==> src/rtl/fetch_grant_scheduler.sv <==
// fetch_grant_scheduler: dual-slot round-robin warp fetch grants gated by per-warp I-Buffer credits
module fetch_grant_scheduler #(
  parameter int NUM_WARPS = 8,
  parameter int IB_DEPTH = 2
) (
  input  logic                 clk,
  input  logic                 rst_n,
  input  logic [NUM_WARPS-1:0] Warp_Active,
  input  logic                 Fetch_Stall,
  input  logic [NUM_WARPS-1:0] Flush,
  input  logic [NUM_WARPS-1:0] IB_Pop,
  output logic [NUM_WARPS-1:0] GRT_raw_1_RR_IF,
  output logic [NUM_WARPS-1:0] GRT_raw_2_RR_IF,
  output logic                 Credit_Err
);
  localparam int CW = $clog2(IB_DEPTH + 1);
  localparam int PW = $clog2(NUM_WARPS);
  localparam logic [CW-1:0] FULL = CW'(IB_DEPTH);
  logic [PW-1:0] ptr_q, ptr_d, idx, i0, i1;
  logic f0, f1, err_q, err_d;
  logic [CW-1:0] cred_q [NUM_WARPS];
  logic [CW-1:0] cred_d [NUM_WARPS];
  logic [NUM_WARPS-1:0] elig, full, g0, g1, gnt;
  // A warp can be fetched only if active, not being flushed, holding a credit, and fetch is not stalled
  always_comb
    for (int i = 0; i < NUM_WARPS; i++) begin
      full[i] = cred_q[i] == FULL;
      elig[i] = Warp_Active[i] & ~Flush[i] & (cred_q[i] != '0) & ~Fetch_Stall;
    end
  // Scan from ptr: first eligible warp is slot 0, the next one after it is slot 1
  always_comb begin
    f0 = 1'b0;
    f1 = 1'b0;
    i0 = '0;
    i1 = '0;
    idx = '0;
    for (int k = 0; k < NUM_WARPS; k++) begin
      idx = ptr_q + PW'(k);
      if (elig[idx] && !f0) begin
        f0 = 1'b1;
        i0 = idx;
      end else if (elig[idx] && !f1) begin
        f1 = 1'b1;
        i1 = idx;
      end
    end
    g0 = f0 ? NUM_WARPS'(1) << i0 : '0;
    g1 = f1 ? NUM_WARPS'(1) << i1 : '0;
    gnt = g0 | g1;
    ptr_d = f1 ? i1 + PW'(1) : f0 ? i0 + PW'(1) : ptr_q;
  end
  assign GRT_raw_1_RR_IF = rst_n ? g0 : '0;
  assign GRT_raw_2_RR_IF = rst_n ? g1 : '0;
  assign Credit_Err = err_q;
  // Flush refills a warp's credit; otherwise grants consume and pops return one, saturating at full
  always_comb begin
    for (int i = 0; i < NUM_WARPS; i++)
      cred_d[i] = Flush[i] ? FULL :
                  (gnt[i] && !IB_Pop[i]) ? cred_q[i] - CW'(1) :
                  (IB_Pop[i] && !gnt[i] && !full[i]) ? cred_q[i] + CW'(1) : cred_q[i];
    err_d = err_q | (|(IB_Pop & ~Flush & ~gnt & full));
  end
  // State registers with synchronous active-low reset
  always_ff @(posedge clk)
    if (!rst_n) begin
      ptr_q <= '0;
      err_q <= 1'b0;
      for (int i = 0; i < NUM_WARPS; i++) cred_q[i] <= FULL;
    end else begin
      ptr_q <= ptr_d;
      err_q <= err_d;
      for (int i = 0; i < NUM_WARPS; i++) cred_q[i] <= cred_d[i];
    end
endmodule

==> config.mk <==
export PLATFORM = sky130hd
export DESIGN_NAME = fetch_grant_scheduler
export DESIGN_NICKNAME = d
export VERILOG_FILES = /design/src/rtl/fetch_grant_scheduler.sv
export SDC_FILE = /design/constraint.sdc
export NUM_CORES = 1
export LEC_CHECK = 0
export BUFFER_PORTS_ARGS = -buffer_cell sky130_fd_sc_hd__buf_4
export CAP_MARGIN = 10
export CORE_MARGIN = 2
export CORE_UTILIZATION = 45
export DETAILED_ROUTE_END_ITERATION = 8
export PLACE_DENSITY = 0.67
export SLEW_MARGIN = 25
export SYNTH_ARGS = -nofsm -noshare
export SYNTH_HDL_FRONTEND = slang
export SYNTH_SLANG_ARGS = --single-unit
==> constraint.sdc <==
create_clock -name clk -period 4.88 [get_ports clk]
set_input_delay 0.732 -clock clk [delete_from_list [all_inputs] [get_ports clk]]
set_output_delay 0.732 -clock clk [all_outputs]
set_load 0.01 [all_outputs]
After elaboration in Yosys (flattened, before gate mapping)
Memory sizes are Yosys's and may differ from the RTL's.
Index checks and enable logic that the tools add are counted.
{"block": "classes", "reduce_logical": 86, "n_addsub": 25, "muxes": 102, "magnitude_cmp": 8, "shift": 2, "n_bitwise": 48, "n_eq_ne": 8}
{"op": "3-bit two-way mux", "n": 25}
{"op": "2-bit two-way mux", "n": 32}
{"op": "1-bit logical AND", "n": 38}
{"op": "1-bit zero test", "n": 38}
{"op": "1-bit two-way mux", "n": 33}
{"op": "3-bit by 4-bit less-than comparator with 1-bit output, second input constant", "n": 8}
{"op": "8-bit two-way mux", "n": 4}
{"op": "1-bit AND", "n": 24}
{"op": "8-bit AND", "n": 3}
{"op": "1-bit binary-select mux with 3-bit select", "n": 8}
{"op": "2-bit nonzero test", "n": 9}
{"op": "2-bit by 1-bit adder with 2-bit output, second input constant", "n": 8}
{"op": "2-bit equality test, second input constant", "n": 8}
{"op": "8-bit inverter", "n": 2}
{"op": "1-bit by 3-bit left shift with 8-bit output, first input constant", "n": 2}
{"op": "2-bit by 1-bit subtractor with 2-bit output, second input constant", "n": 8}
{"op": "3-bit adder, second input constant", "n": 4}
{"op": "3-bit by 1-bit adder with 3-bit output, second input constant", "n": 3}
{"op": "1-bit inverter", "n": 9}
{"op": "1-bit bitwise OR", "n": 9}
{"op": "8-bit bitwise OR", "n": 1}
{"op": "8-bit OR reduction", "n": 1}
{"op": "3-bit by 2-bit adder with 3-bit output, second input constant", "n": 2}
{"block": "totals", "ram_bits": 16, "memories": 1, "input_bits": 27, "ff_bits": 4}
{"name": "cred_q", "words": 8, "width": 2, "rd": 8, "rd_ports_with_merged_regs": 0, "write_ports": 8, "line": "21", "text": "logic [CW-1:0] cred_q [NUM_WARPS];"}

Logic depth before layout (Yosys ltp)
{"block": "logic_depth", "word_depth": 46, "ltp_mapped": 20}

Least setup slack after synthesis
Ideal clock, no wire load.
{"block": "synth_timing", "path_type": "flip-flop to output port", "startpoint": "reg ptr_q[0]", "endpoint": "out GRT_raw_2_RR_IF[0]", "slack_ns": -0.059, "arrival_ns": 4.207, "required_time_ns": 4.148, "stages_incl_launch_ff": 18, "path_cell_list": "dfxtp_1 inv_2 buf_1 ha_1 buf_2 or2_1 buf_2 nor3_1 nor3_1 a211o_1 a211oi_1 buf_2 nor4_1 nor4_1 nand3_2 a211oi_4 nand2_1 nor3_1"}
{"block": "synth_between", "elab_chain_cells": 35}
{"element": "start, declared", "line": "19", "text": "logic [PW-1:0] ptr_q, ptr_d, idx, i0, i1;"}
{"element": "start signal, assigned", "line": "70", "text": "ptr_q <= ptr_d;"}
{"element": "parallel branches: the longest is 33 deep, another holds 3-bit by 1-bit adder with 3-bit output"}
{"element": "8-bit two-way mux (*)", "line": "48", "text": "g1 = f1 ? NUM_WARPS'(1) << i1 : '0;"}
{"element": "8-bit two-way mux (*)", "line": "53", "text": "assign GRT_raw_2_RR_IF = rst_n ? g1 : '0;"}
{"element": "end, declared", "line": "13", "text": "output logic [NUM_WARPS-1:0] GRT_raw_2_RR_IF,"}
Mark *: on every way between the ends. The select of a mux whose other input is x is not followed.

Worst setup path after layout
{"block": "layout_timing", "startpoint": "in Fetch_Stall", "endpoint": "out GRT_raw_2_RR_IF[3]"}
{"block": "layout_between", "elab_chain_cells": 37}
{"element": "start, declared", "line": "9", "text": "input logic Fetch_Stall,"}
{"element": "1-bit inverter (*)", "line": "28", "text": "elig[i] = Warp_Active[i] & ~Flush[i] & (cred_q[i] != '0) & ~Fetch_Stall;"}
{"element": "1-bit AND", "line": "28"}
{"element": "1-bit binary-select mux with 3-bit select", "line": "39, 42"}
{"element": "1-bit two-way mux (not written as such)", "line": "39, 42"}
{"element": "1-bit two-way mux", "line": "39, 42"}
{"element": "1-bit two-way mux", "line": "39", "text": "if (elig[idx] && !f0) begin"}
{"element": "1-bit zero test", "line": "42", "text": "end else if (elig[idx] && !f1) begin"}
{"element": "1-bit logical AND", "line": "42"}
{"element": "[... 21 more ...]"}
{"element": "1-bit two-way mux", "line": "39"}
{"element": "1-bit zero test", "line": "42"}
{"element": "1-bit logical AND", "line": "42"}
{"element": "3-bit two-way mux", "line": "42"}
{"element": "3-bit two-way mux", "line": "39"}
{"element": "1-bit by 3-bit left shift with 8-bit output", "line": "48"}
{"element": "8-bit two-way mux (*)", "line": "48"}
{"element": "8-bit two-way mux (*)", "line": "53"}
Every way passes the cells marked *; elsewhere a longest branch is shown, timed or not. The select of a mux whose other input is x is not followed.

==> metrics.txt <==
run status finished, final reports clean; Critical Path Most Common Cell buf_4; vias 4264; GP Congestion between 1 and 1.5; # IOs 44; Detail Route Antenna Nets 0; core area 7607 um^2; Root Buffer clkbuf_8; multiplexer share of the synthesized area 0.07819; post-synth net total 530; final critical-path required period 4.788 ns; Die Wd 92.05 um; syn avg cell area 6.977 um^2; DR vias/cell between 6 and 7; first-pass GRT wire length approximately 20000 um; Primary FF master, synth dfxtp_1; placed cell areas 3999 um^2; site row count 32; Worst Setup EP GRT_raw_2_RR_IF[3]; period utilization 0.9812; Largest stage delay, worst path 0.60 ns; Slowest-stage cell, CP nor4_4; EDFF count, synth 0; Crit Path Class in2out; post-synthesis sequential area ratio 0.1148; initial antenna violation count 0; drt total wl 12220 um; commonest non-fill, non-tap cell in the layout buf_4; Fmax achieved 208.8 MHz; Clock Latency Late Sink 0.27 ns; RR Endpoint cred_q[1][7]; DRC violations left 0; global route overflow 0; largest family of logic cells by synthesized area simple AND/OR/NAND/NOR gates; async set or reset register ratio after synthesis 0; largest net degree at the start of global routing 31; worst-case clock buffer depth 2; vias in the first global route 4053; Slew HR 0.5253; Final nets 589; CP Data Required Time 4.15 ns; cts hold-fix bufs 0; DP Wirelength 9473 um; Slew @ Worst Pin 0.7061 ns; share of layout cells above drive strength 1 0.2581; Post-Synth Simple-Gate Area 0.3791; I/O Buffers between 40 and 50; most frequent cells in the layout buf_4, nor2_1, nor3_1; Layout area overhead 22.38%; Worst R2R Setup Slack 0.45 ns; Yosys warning count 0; HP Class reg2reg; xor and xnor fraction of the mapped netlist area 0.01758; ant diodes 0; Setup crit start kind primary input; Max Clock Skew 0.008567 ns; 1st-iter DRT viols 386; DR WL/cell roughly 19 um; adder-cell area share of the yosys netlist 0.01076; RR Startpoint ptr_q[1]; Yosys cell types 80; reg2reg path depth 14; number of detailed-routing iterations run before antenna repair 5; Worst setup EP type primary output; Starting Density 0.4586; crit-path cells buf_4, nand2b_1, or3_1, and3_4, nor4_4, xnor2_1, mux2_2, a311oi_2, nor2_1, or3_4, nand2_1, nor3_1, buf_4; #FFs+latches synth 20; Clock transition at path regs 0.09 ns; TritonCTS buffer count 3; Syn Std Cell Area 3488 um^2; die area 8472 um^2; CTS tree built; design area roughly 4300 um^2; CTS HTree Levels 1; max cap viols 0; Final Hold Vio Count 0; # clock sinks 20; Compound-Gate Fraction of Synth Area 0.3425; Final setup viols 0; Post-Syn Instances 500; Setup crit start Fetch_Stall; CP max FO 7; GRT Total Usage 0.2855; max-slew violations 0; Worst EP arrival 4.06 ns; die height 92.05 um
==> timing repair <==
action | in CTS | in global routing
buffers inserted | 0 | 10
pin swaps | 0 | 2
endpoints found under the setup margin | 5 | 16
gates resized for setup | 1 | 23
==> cell type report <==
| class | instances | area (um^2) |
|---|---|---|
| multi-input cells | 436 | 3013 |
| clock inverters | 1 | 30.03 |
| clock buffers | 3 | 41.29 |
| inverters | 21 | 78.83 |
| flip-flops and latches | 20 | 400.4 |
| repair buffers | 77 | 578.1 |
| well taps | 102 | 127.6 |
| fillers | 742 | 3338 |
==> kinds of logic after synthesis <==
group | after synthesis
adders and majority gates | 3
AOI/OAI and AO/OA | 152
muxes | 22
buffers and inverters | 44
DFF | 20
and+or+nand+nor | 252
xor gates and xnor gates | 7
==> worst max-delay path: cells and delay by family <==
| kind | cells | cell delay, ns |
|---|---|---|
| XOR/XNOR | 1 | 0.16 |
| buffers and inverters | 2 | 0.30 |
| AND/OR/NAND/NOR | 8 | 2.20 |
| AO/OA/AOI/OAI | 1 | 0.33 |
| multiplexers | 1 | 0.34 |
==> synth_stat cells (10+ instances only) <==
master    number  area [um^2]
nor2_1        73        274.0
a21oi_1       23        115.1
a211oi_1      15        112.6
nand2b_1      20        125.1
o21ai_0       15        75.07
nand2_1       34        127.6
nor3_1        57        285.3
dfxtp_1       20        400.4
nor4_1        15        93.84
a31oi_1       11        68.82
or2_2         10        62.56
mux2i_1       16        160.2
inv_1         20        75.07
==> metal layers <==
| metal | vias up | global-route usage | part of all wire |
|---|---|---|---|
| met5 | - | 0 | 0 |
| met3 | 32 | 0.03205 | 0.063 |
| met2 | 193 | 0.4945 | 0.49 |
| li1 | 2034 | - | - |
| met4 | 0 | 0.07214 | 0.019 |
| met1 | 2005 | 0.3777 | 0.43 |
==> registers in the layout, indices dropped and copies added (netlist names) <==
name        count
cred_q         16
ptr_q           3
Credit_Err      1
==> metrics by stage <==
step / util / setup TNS (ns) / cells / setup slack [ns] / hold slack (ns)
final: 0.5612 / 0 / 660 / 0.09174 / 0.5316
after global routing: 0.5612 / -0.05724 / 660 / -0.02063 / 0.5729
after CTS: 0.5359 / 0 / 650 / 0.02945 / 0.5387
after detailed placement: 0.5257 / 0 / 646 / 0.08935 / 0.5253
after global placement: 0.5257 / 0 / 646 / 0.08009 / 0.5116
after floorplan: - / 0 / 500 / 0.07144 / 0.5038
==> how the worst min path moves through the flow <==
stage,end,depth (start not counted),from
floorplan,cred_q[1][3],2,cred_q[1][3]
detailed placement,cred_q[1][5],2,cred_q[1][5]
global placement,cred_q[1][3],2,cred_q[1][3]
CTS,cred_q[1][5],2,cred_q[1][5]
finish,cred_q[1][5],2,cred_q[1][5]
global route,cred_q[1][5],2,cred_q[1][5]
Power is left out: the tool's default activity adds up to more than one toggle a clock period on the data nets, which glitch-free logic cannot reach.
